File: src/rtl/if_id_skid_pkg.sv
// Shared pipeline-core definitions for the IF/ID boundary and its successors.
// Holds the bubble instruction, default payload widths and the occupancy-state
// enum used by every valid/ready pipeline boundary.
package if_id_skid_pkg;

  localparam int          XLEN_DEF  = 32;
  localparam int          ILEN_DEF  = 32;
  // addi x0,x0,0
  localparam logic [31:0] NOP_INSTR = 32'h0000_0013;

  typedef enum logic [1:0] {
    OCC_EMPTY = 2'd0,
    OCC_ONE   = 2'd1,
    OCC_FULL  = 2'd2
  } occ_e;

endpackage

File: src/rtl/pipe_slot.sv
// One pipeline payload register (instruction, PC, fault flag).
// Ports:
//   i_clk, i_rst_n        : clock, synchronous active-low reset
//   i_clr                 : synchronous clear to the bubble value (wins over load)
//   i_ld                  : load enable for i_d_* payload
//   i_d_instr/pc/fault    : payload to load
//   o_q_instr/pc/fault    : registered payload; bubble is {NOP, 0, 0}
module pipe_slot #(
  parameter int              XLEN = 32,
  parameter int              ILEN = 32,
  parameter logic [ILEN-1:0] NOP  = '0
) (
  input  logic            i_clk,
  input  logic            i_rst_n,
  input  logic            i_clr,
  input  logic            i_ld,
  input  logic [ILEN-1:0] i_d_instr,
  input  logic [XLEN-1:0] i_d_pc,
  input  logic            i_d_fault,
  output logic [ILEN-1:0] o_q_instr,
  output logic [XLEN-1:0] o_q_pc,
  output logic            o_q_fault
);

  logic [ILEN-1:0] r_instr;
  logic [XLEN-1:0] r_pc;
  logic            r_fault;

  always_ff @(posedge i_clk) begin
    if (!i_rst_n || i_clr) begin
      r_instr <= NOP;
      r_pc    <= '0;
      r_fault <= 1'b0;
    end else if (i_ld) begin
      r_instr <= i_d_instr;
      r_pc    <= i_d_pc;
      r_fault <= i_d_fault;
    end
  end

  assign o_q_instr = r_instr;
  assign o_q_pc    = r_pc;
  assign o_q_fault = r_fault;

endmodule

File: src/rtl/if_id_skid.sv
// IF/ID pipeline boundary with valid/ready handshake.
// Handshake: an entry is accepted at an edge where in_valid & in_ready, and
// delivered at an edge where out_valid & out_ready; flush or reset at that edge
// cancels both and empties the boundary.
// SKID=1: main + skid slot, in_ready registered. SKID=0: single slot,
// in_ready = !out_valid | out_ready.
// Ports:
//   clk, rst_n, flush                    : clock, sync active-low reset, flush
//   in_valid/in_ready/in_instr/pc/fault  : fetch side
//   out_valid/out_ready/out_instr/pc/fault : decode side (bubble when !out_valid)
//   dbg_state                            : occupancy state for observation
module if_id_skid
  import if_id_skid_pkg::*;
#(
  parameter int              XLEN = XLEN_DEF,
  parameter int              ILEN = ILEN_DEF,
  parameter logic [ILEN-1:0] NOP  = ILEN'(NOP_INSTR),
  parameter bit              SKID = 1'b1
) (
  input  logic            clk,
  input  logic            rst_n,
  input  logic            flush,
  input  logic            in_valid,
  output logic            in_ready,
  input  logic [ILEN-1:0] in_instr,
  input  logic [XLEN-1:0] in_pc,
  input  logic            in_fault,
  output logic            out_valid,
  input  logic            out_ready,
  output logic [ILEN-1:0] out_instr,
  output logic [XLEN-1:0] out_pc,
  output logic            out_fault,
  output occ_e            dbg_state
);

  occ_e            r_state;
  occ_e            w_state_nx;
  logic            w_acc;
  logic            w_del;
  logic            w_main_ld;
  logic            w_main_clr;
  logic [ILEN-1:0] w_main_d_instr;
  logic [XLEN-1:0] w_main_d_pc;
  logic            w_main_d_fault;

  assign out_valid = (r_state != OCC_EMPTY);
  assign w_acc     = in_valid & in_ready;
  assign w_del     = out_valid & out_ready;
  assign dbg_state = r_state;

  always_ff @(posedge clk) begin
    if (!rst_n) r_state <= OCC_EMPTY;
    else        r_state <= w_state_nx;
  end

  // Main slot drives out_* directly; it is cleared whenever it empties so the
  // outputs always show the bubble while out_valid is low.
  pipe_slot #(.XLEN(XLEN), .ILEN(ILEN), .NOP(NOP)) u_main (
    .i_clk     (clk),
    .i_rst_n   (rst_n),
    .i_clr     (w_main_clr),
    .i_ld      (w_main_ld),
    .i_d_instr (w_main_d_instr),
    .i_d_pc    (w_main_d_pc),
    .i_d_fault (w_main_d_fault),
    .o_q_instr (out_instr),
    .o_q_pc    (out_pc),
    .o_q_fault (out_fault)
  );

  generate
    if (SKID) begin : g_skid
      logic            r_in_ready;
      logic            w_skid_ld;
      logic            w_skid_clr;
      logic            w_sel_skid;
      logic [ILEN-1:0] w_skid_instr;
      logic [XLEN-1:0] w_skid_pc;
      logic            w_skid_fault;

      always_comb begin
        w_state_nx = r_state;
        w_main_ld  = 1'b0;
        w_main_clr = 1'b0;
        w_skid_ld  = 1'b0;
        w_skid_clr = 1'b0;
        w_sel_skid = 1'b0;
        if (flush) begin
          w_state_nx = OCC_EMPTY;
          w_main_clr = 1'b1;
          w_skid_clr = 1'b1;
        end else begin
          case (r_state)
            OCC_EMPTY: begin
              if (w_acc) begin
                w_state_nx = OCC_ONE;
                w_main_ld  = 1'b1;
              end
            end
            OCC_ONE: begin
              if (w_acc && w_del) begin
                w_main_ld = 1'b1;
              end else if (w_acc) begin
                w_state_nx = OCC_FULL;
                w_skid_ld  = 1'b1;
              end else if (w_del) begin
                w_state_nx = OCC_EMPTY;
                w_main_clr = 1'b1;
              end
            end
            OCC_FULL: begin
              // in_ready is low here, so only a deliver can happen.
              if (w_del) begin
                w_state_nx = OCC_ONE;
                w_main_ld  = 1'b1;
                w_sel_skid = 1'b1;
                w_skid_clr = 1'b1;
              end
            end
            default: begin
              w_state_nx = OCC_EMPTY;
              w_main_clr = 1'b1;
              w_skid_clr = 1'b1;
            end
          endcase
        end
      end

      // Registered ready: precomputed from the next state.
      always_ff @(posedge clk) begin
        if (!rst_n) r_in_ready <= 1'b1;
        else        r_in_ready <= (w_state_nx != OCC_FULL);
      end

      assign in_ready       = r_in_ready;
      assign w_main_d_instr = w_sel_skid ? w_skid_instr : in_instr;
      assign w_main_d_pc    = w_sel_skid ? w_skid_pc    : in_pc;
      assign w_main_d_fault = w_sel_skid ? w_skid_fault : in_fault;

      pipe_slot #(.XLEN(XLEN), .ILEN(ILEN), .NOP(NOP)) u_skid (
        .i_clk     (clk),
        .i_rst_n   (rst_n),
        .i_clr     (w_skid_clr),
        .i_ld      (w_skid_ld),
        .i_d_instr (in_instr),
        .i_d_pc    (in_pc),
        .i_d_fault (in_fault),
        .o_q_instr (w_skid_instr),
        .o_q_pc    (w_skid_pc),
        .o_q_fault (w_skid_fault)
      );
    end else begin : g_comb
      always_comb begin
        w_state_nx = r_state;
        w_main_ld  = 1'b0;
        w_main_clr = 1'b0;
        if (flush) begin
          w_state_nx = OCC_EMPTY;
          w_main_clr = 1'b1;
        end else begin
          case (r_state)
            OCC_EMPTY: begin
              if (w_acc) begin
                w_state_nx = OCC_ONE;
                w_main_ld  = 1'b1;
              end
            end
            OCC_ONE: begin
              if (w_acc) begin
                w_main_ld = 1'b1;
              end else if (w_del) begin
                w_state_nx = OCC_EMPTY;
                w_main_clr = 1'b1;
              end
            end
            default: begin
              w_state_nx = OCC_EMPTY;
              w_main_clr = 1'b1;
            end
          endcase
        end
      end

      assign in_ready       = !out_valid | out_ready;
      assign w_main_d_instr = in_instr;
      assign w_main_d_pc    = in_pc;
      assign w_main_d_fault = in_fault;
    end
  endgenerate

endmodule

File: config.mk
export PLATFORM = sky130hd
export DESIGN_NAME = if_id_skid
export DESIGN_NICKNAME = d
export VERILOG_FILES = /design/src/rtl/if_id_skid_pkg.sv /design/src/rtl/pipe_slot.sv /design/src/rtl/if_id_skid.sv
export SDC_FILE = /design/constraint.sdc
export NUM_CORES = 1
export LEC_CHECK = 0
export CAP_MARGIN = 25
export CORE_MARGIN = 4
export CORE_UTILIZATION = 50
export CTS_BUF_LIST = sky130_fd_sc_hd__clkbuf_2
export DETAILED_ROUTE_END_ITERATION = 10
export GPL_TIMING_DRIVEN = 1
export HOLD_SLACK_MARGIN = 0.06
export PLACE_DENSITY = 0.81
export SLEW_MARGIN = 20
export SYNTH_ARGS = -nofsm -noshare
export SYNTH_HDL_FRONTEND = slang
export SYNTH_SLANG_ARGS = --single-unit
File: constraint.sdc
create_clock -name clk -period 3 [get_ports clk]
set_input_delay 0.6 -clock clk [delete_from_list [all_inputs] [get_ports clk]]
set_output_delay 0.6 -clock clk [all_outputs]
set_load 0.01 [all_outputs]
# Word level (Yosys, flattened, before mapping)

Index checks and enable logic that the tools add are counted.

Equal/unequal tests: 3
Mux-type cells: 26
Bitwise logic cells: 2
Reduce and logical (&&, ||, !) cells: 8

Operator list:

| cell                                                             | number |
|---|---|
| 32-bit 2-to-1 mux                                                | 2 |
| 1-bit 2-to-1 mux                                                 | 14 |
| 2-bit 2-to-1 mux                                                 | 6 |
| 2-bit one-hot mux with 3 select lines                            | 1 |
| 1-bit one-hot mux with 2 select lines                            | 2 |
| 2-bit OR reduction                                               | 2 |
| 1-bit one-hot mux with 3 select lines                            | 1 |
| 1-bit AND                                                        | 2 |
| 2-bit by 1-bit == test with 1-bit output (second input constant) | 1 |
| 2-bit == test (second input constant)                            | 1 |
| 2-bit logical NOT                                                | 1 |
| 1-bit logical OR                                                 | 2 |
| 2-bit inequality test (second input constant)                    | 1 |
| 2-bit nonzero test                                               | 1 |
| 1-bit logical AND                                                | 1 |
| 1-bit logical NOT                                                | 1 |

Bits in registers: 133
Output and inout port bits: 69
Word-level logic and storage cells: 47

# Depth between registers and ports, before layout

Gate-level depths: netlist of run 1.

Word-level depth: 8
Depth in mapped cells: 7

# Hierarchy

Synthesis of run 1 repeated with hierarchy kept, for this count alone.

Cells, all modules: 518
Area total of the unflattened synthesis: 5720.5 µm²

By module, submodules not included:

| module     | times used | cells an instance | area each (µm²) | seq. area each (µm²) |
|---|---|---|---|---|
| pipe_slot  | 2          | 210               | 2354.8          | 1301.2 |
| if_id_skid | 1          | 98                | 1011.0          | 60.1 |

# Least setup slack after synthesis of run 1

No wires, ideal clock.

Path type: in2reg
Start: input out_ready
End: register g_skid.u_skid.r_instr[0], in the netlist g_skid.u_skid.o_q_instr[0]
Data arrival time: 1.588 ns
Data required time: 2.859 ns
Setup slack: 1.271 ns
Stages: 6
Buffers on the path: 2
Cell sequence: nor2b_1 or3b_1 buf_2 buf_2 nand2_1 nand4_1

Cells in the longest elaborated chain, start to end: 5

Ends and longest elaborated chain:

| element                                                                          | RTL line                             | text |
|---|---|---|
| start: declaration                                                               | if_id_skid.sv:29                     | `input logic out_ready,` |
| 1-bit AND *                                                                      | if_id_skid.sv:48                     | `assign w_del = out_valid & out_ready;` |
| 1-bit 2-to-1 mux / 1-bit logical AND (equally long branches)                     | if_id_skid.sv:113, if_id_skid.sv:101 |  |
| 1-bit one-hot mux with 2 select lines / 1-bit 2-to-1 mux (equally long branches) | if_id_skid.sv:93, if_id_skid.sv:101  |  |
| 1-bit 2-to-1 mux, on equally long branches                                       | if_id_skid.sv:88, if_id_skid.sv:93   |  |
| 1-bit logical OR / 1-bit 2-to-1 mux (equally long branches)                      | pipe_slot.sv:30, if_id_skid.sv:88    |  |
| end signal: assignment                                                           | pipe_slot.sv:35                      | `r_instr <= i_d_instr;` |
| end: declaration                                                                 | pipe_slot.sv:25                      | `logic [ILEN-1:0] r_instr;` |

Mark *: on every way between the ends. The rest lies on a longest branch, timed or not.
A chain may end at the register's enable or synchronous reset.

# Final worst setup path of run 1

Start: register r_state[0], in the netlist dbg_state[0]
End: output out_valid

Cells in the longest elaborated chain, start to end: 1

Ends and longest elaborated chain:

| element                  | RTL line         | text |
|---|---|---|
| start: declaration       | if_id_skid.sv:36 | `occ_e r_state;` |
| start signal: assignment | if_id_skid.sv:53 | `else r_state <= w_state_nx;` |
| 2-bit nonzero test       | if_id_skid.sv:46 | `assign out_valid = (r_state != OCC_EMPTY);` |
| end: declaration         | if_id_skid.sv:28 | `output logic out_valid,` |

No other way between the ends.

==> results.json, run 1 <==
{
  "fin_setup_tns_ps": 0,
  "synth_top_area_share_pct": 47.7,
  "grt_overflow": 0,
  "synth_flop_cell": "dfxtp_1",
  "ir_drop_uv": 267,
  "worstPathArrival_ps": 1940,
  "worst_pin_slew_ps": 656,
  "cp.required_ps": 2400,
  "comb_power_share_pct": 12.8,
  "die_h_um": 114,
  "criticalPathCategory": "register to output port",
  "regArea_mm2": 0.00266,
  "htreeDepth": 4,
  "drive_gt1_share_pct": 13.5,
  "die_area_mm2": 0.0129,
  "cts_tree": "done",
  "vias": 4628,
  "yosysTopAreaCell": "dfxtp_1",
  "multi_input_area_mm2": 0.00265,
  "grt_start_max_net_pins": 103,
  "start_util_pct": 51.3,
  "first_iter_violations": 232,
  "ant_nets": 0,
  "cts_resized": 0,
  "report.final.slew_viol_count": 0,
  "grt_pass1_vias": 4694,
  "antenna_found_initial": 1,
  "finClkSkew_ps": 34.8,
  "pwr-share-seq_pct": 53.6,
  "rows": 38,
  "ys_top_cells_by_area": "dfxtp_1, mux2i_1, a211oi_2, nand2_1, a21oi_1",
  "hold_violations": 0,
  "grt_util_all_layers_pct": 20.7,
  "p_leak_nw": 2.28,
  "hp-class": "register to register",
  "clock_latency_ps": 640,
  "switching_share_pct": 27.0,
  "ctsHoldBuffers": 0,
  "gp_congestion": 0.802,
  "critPathMaxFanout": 10,
  "core-area_mm2": 0.0109,
  "fill_cells": 855,
  "totalWireLength_um": 13300,
  "final_util_pct": 66.8,
  "port_buffers": 138,
  "clk_pin_slew_ps": 200,
  "finalSetupViolCount": 0,
  "fmax_mhz": 393,
  "synth_fp_nets": 668,
  "async_flop_share_pct": 0,
  "cts_inserted_buffers": 17,
  "grt_pass1_wl_um": 21800,
  "num-nets-final": 789,
  "outcome": "complete, no violations",
  "dp_hpwl_um": 9260,
  "p_switching_mw": 0.922,
  "cp-start-kind": "register",
  "area_growth_pct": 30.3,
  "relSlewSlack_pct": 56.2,
  "cts_buffer_depth": 2,
  "crit_path_end_kind": "output port",
  "yosysUniqueCellTypes": 33,
  "post-route-period-util_pct": 84.8,
  "period_minus_slack_ps": 2540,
  "ys_seq_area_share_pct": 47.7,
  "post_cts_buffers": 0,
  "wire_per_inst_um": 15.2,
  "syn_area_mm2": 0.00558,
  "ios": 139,
  "synth-edff-count": 0,
  "powerDensity_mw_per_mm2": 470,
  "synth_commonest_cells": "dfxtp_1, nand2_1, mux2i_1",
  "rsz0062_at_grt": "false",
  "intPower_mw": 2.50,
  "avgSynthCellArea_um2": 9.33,
  "synth_seq_cells": 133,
  "clkPwrFrac_pct": 33.6,
  "cts_root_buf": "clkbuf_2",
  "synth_cells": 598,
  "drv_cap": 0,
  "die_x_um": 114,
  "ys.warnings.count": 0,
  "drc_errors": 0,
  "cts_sinks": 133,
  "total_power_mw": 3.42,
  "via_per_inst": 5.30,
  "dr.pass1.iters": 5
}
-- state kept, by name, summed over array words and instances, names as in the netlist --
name	cells
u_main.o_q_fault	1
g_skid.u_skid.o_q_pc	32
g_skid.u_skid.o_q_instr	32
in_ready	1
dbg_state	2
g_skid.u_skid.o_q_fault	1
u_main.o_q_instr	32
u_main.o_q_pc	32
-- final timing paths --
| kind | from | end | slack [ps] | cells after the start |
|---|---|---|---|---|
| worst min register to register | g_skid.u_skid.o_q_instr[7]$_SDFFE_PP0P_ | g_skid.u_skid.o_q_instr[7]$_SDFFE_PP0P_ | 470 | 2 |
| worst max register to register | dbg_state[0]$_SDFF_PN0_ | g_skid.u_skid.o_q_pc[4]$_SDFFE_PP0P_ | 840 | 5 |
| worst max-delay path | dbg_state[0]$_SDFF_PN0_ | out_valid | 460 | 2 |
| worst min-delay path | g_skid.u_skid.o_q_instr[7]$_SDFFE_PP0P_ | g_skid.u_skid.o_q_instr[7]$_SDFFE_PP0P_ | 470 | 2 |
-- area by class of cell --
| class | count | share of cell area (%) |
|---|---|---|
| multi-input combinational | 415 | 36.4 |
| inverter | 1 | 0.0516 |
| sequential | 133 | 36.6 |
| clock inverter | 15 | 2.46 |
| antenna | 1 | 0.0344 |
| timing repair buffer | 151 | 20.9 |
| clock buffer | 17 | 1.17 |
| tap | 140 | 2.41 |
-- cell families (layout without fill, tap and decap cells) --
group	Yosys count	in the layout	synth area share, %
simple gates	216	216	15.9
flops	133	133	47.7
compound gates	132	132	19.1
mux	66	66	11.9
buf+inv	50	184	5.29
xor+xnor	1	1	0.157
other cells	0	1	0
-- critical path: stages, from the launching register on --
cell	delay, ps
dfxtp_1	600
or2_2	180
clkdlybuf4s50_1	530
-- routing by layer --
metal	vias up	part of all wire, %	routed length, µm	track usage (%)
met3	20	4.0	530	4.62
li1	2310	-	-	-
met5	-	0	0	0
met1	2182	43	5690	24.5
met2	116	51	6770	36.7
met4	0	2.0	260	7.21
-- power groups by stage --
stage	clock network [mW]	logic (mW)	registers, mW
after floorplan	0	0.199	1.88
after global placement	0	0.427	1.87
after detailed placement	0	0.438	1.87
after CTS	1.17	0.440	1.83
after global routing	1.25	0.471	1.84
final	1.15	0.437	1.83
-- layout by cell type (no fill, tap or decap), types with 3 or more instances in the layout --
| cell type | synthesis | final |
|---|---|---|
| clkbuf_2 | 0 | 17 |
| a31oi_1 | 4 | 3 |
| buf_4 | 2 | 10 |
| clkinv_4 | 0 | 3 |
| buf_12 | 0 | 3 |
| nand4_1 | 3 | 3 |
| inv_6 | 0 | 3 |
| mux2i_1 | 65 | 65 |
| dfxtp_1 | 133 | 133 |
| clkinvlp_4 | 0 | 3 |
| nor3_1 | 4 | 4 |
| a211oi_2 | 47 | 47 |
| nor2_1 | 63 | 63 |
| clkdlybuf4s50_1 | 0 | 138 |
| a21oi_1 | 62 | 62 |
| a211oi_1 | 15 | 15 |
| bufinv_16 | 0 | 3 |
| nand2_1 | 133 | 132 |
-- stage by stage --
stage | cells | worst slack [ps] | area [µm²] | hold WS, ps
final | 873 | 456 | 7270 | 469
after floorplan | 598 | 1270 | 5580 | 436
after detailed placement | 840 | 280 | 7000 | 449
after global placement | 840 | 380 | 7000 | 441
after global routing | 873 | 303 | 7270 | 433
after CTS | 872 | 410 | 7270 | 448
Note: power is estimated with default switching activity, not from simulation.
==> run 2: changes to the inputs <==
CORE_UTILIZATION = 46   (was 50)
PLACE_DENSITY = 0.78   (was 0.81)
clock period = 2.3 ns   (was 3 ns; I/O delays follow)
==> run 2 against run 1 <==
Net effect: register-to-register slack lost 450 ps; sequential share of layout area fell by 1.3 points; worst setup slack lost 310 ps; final cell count increased by 1.9%; utilization is 2.0 points lower; global-route usage decreased by 0.40 points; critical path depth is the same; critical endpoint is now dbg_state[0]; largest power group unchanged; highest routed layer unchanged.
==> results.json, run 2 (synthesis gave the netlist of run 1 again) <==
{
  "grt_overflow": 0,
  "fin_cells": 890,
  "cp_cell_sequence": "buf_4, clkdlybuf4s50_1",
  "r2r_cells": 7,
  "comb_power_share_pct": 12.2,
  "fin_ws_ps": 141,
  "cts_buffer_depth": 2,
  "start_util_pct": 47.9,
  "cts_root_buf": "clkbuf_2",
  "whs_ps": 351,
  "crit_slowest_cell": "clkdlybuf4s50_1",
  "slowest_delay_ps": 530,
  "rsz0062_at_grt": "false",
  "intPower_mw": 3.70,
  "fmax_mhz": 463,
  "reg2reg_slack_ps": 390,
  "cp.required_ps": 1840,
  "worstPathArrival_ps": 1700,
  "ir_drop_uv": 307,
  "grt_start_max_net_pins": 53,
  "cts_tree": "done",
  "rows": 39,
  "area_growth_pct": 35.4,
  "htreeDepth": 4,
  "via_per_inst": 5.30,
  "p_leak_nw": 2.43,
  "fill_cells": 935,
  "period_minus_slack_ps": 2160,
  "critPathMaxFanout": 3,
  "cts_sinks": 133,
  "dr.pass1.iters": 5,
  "ios": 139,
  "final_common_cell": "clkdlybuf4s50_1",
  "grt_pass1_wl_um": 23400,
  "die_x_um": 118,
  "first_iter_violations": 280,
  "crit_path_end_kind": "output port",
  "cts_inserted_buffers": 17,
  "num-nets-final": 803,
  "drive_gt1_share_pct": 15.3,
  "drc_errors": 0,
  "dp_cells": 853,
  "total_power_mw": 4.87,
  "p_switching_mw": 1.18,
  "finalSetupViolCount": 0,
  "clk_pin_slew_ps": 200,
  "placedInstanceArea_mm2": 0.00717,
  "place_ws_ps": -7.14,
  "die_h_um": 118,
  "switching_share_pct": 24.1,
  "grt_pass1_vias": 4783,
  "grt_util_all_layers_pct": 20.3,
  "hp-class": "primary input to register",
  "fin_area_mm2": 0.00756,
  "fin_setup_tns_ps": 0,
  "hold_violations": 0,
  "layout_common_cells": "clkdlybuf4s50_1, nand2_1, dfxtp_1, mux2i_1, nor2_1",
  "antenna_found_initial": 1,
  "criticalPathCategory": "register to output port",
  "powerDensity_mw_per_mm2": 645,
  "ant_nets": 0,
  "holdPathStages": 3,
  "wire_per_inst_um": 16.0,
  "drv_cap": 0,
  "post-route-period-util_pct": 93.9,
  "final_util_pct": 64.8,
  "totalWireLength_um": 14200,
  "report.final.slew_viol_count": 0,
  "die_area_mm2": 0.0140,
  "worst_pin_slew_ps": 420,
  "relSlewSlack_pct": 71.9,
  "cp-start-kind": "register",
  "outcome": "complete, no violations",
  "core-area_mm2": 0.0117,
  "clock_latency_ps": 670,
  "vias": 4718,
  "pwr-share-seq_pct": 49.0,
  "clkPwrFrac_pct": 38.8,
  "finClkSkew_ps": 30.1,
  "dp_hpwl_um": 9910,
  "gp_congestion": 0.845,
  "port_buffers": 138
}
==> run 2: worst paths after layout <==
check | start | to
max | dbg_state[0]$_SDFF_PN0_ | dbg_state[0]
min reg2reg | g_skid.u_skid.o_q_instr[28]$_SDFFE_PP0P_ | g_skid.u_skid.o_q_instr[28]$_SDFFE_PP0P_
max reg2reg | dbg_state[1]$_SDFF_PN0_ | g_skid.u_skid.o_q_instr[1]$_SDFFE_PP1P_
min | in_fault | g_skid.u_skid.o_q_fault$_SDFFE_PP0P_
==> run 2: power by group through the flow <==
stage	logic, mW	clock network (mW)	registers [mW]
detailed placement	0.589	0	2.44
finish	0.595	1.89	2.39
global placement	0.573	0	2.44
CTS	0.598	1.93	2.39
floorplan	0.260	0	2.45
global route	0.641	2.03	2.40
==> run 2: timing repair <==
item,4_1_cts,5_1_grt
hold buffers,0,0
setup endpoints to repair,3,0
gates resized for setup,5,0
buffers inserted,4,0
==> run 2: cell type report <==
type / count / area, µm² / share of cell area (%)
Inverter: 1 / 3.75 / 0.0497
Sequential cell: 133 / 2670 / 35.3
Antenna cell: 1 / 2.50 / 0.0331
Clock buffer: 18 / 90.1 / 1.19
Multi-Input combinational cell: 415 / 2650 / 35.0
Clock inverter: 14 / 256 / 3.39
Timing Repair Buffer: 165 / 1710 / 22.6
Tap cell: 143 / 179 / 2.37
==> run 2: worst max-delay path, delay by kind of cell, from the launching register on <==
kind	cells	cell delay [ps]
buf+inv	2	650
flops	1	400
==> run 2: routing by layer <==
metal / GRT usage [%] / share of wire, % / vias to the layer above
met5: 0 / 0 / -
met4: 8.06 / 1.3 / 0
met2: 36.2 / 52 / 130
li1: - / - / 2333
met3: 4.82 / 4.5 / 17
met1: 23.3 / 42 / 2238
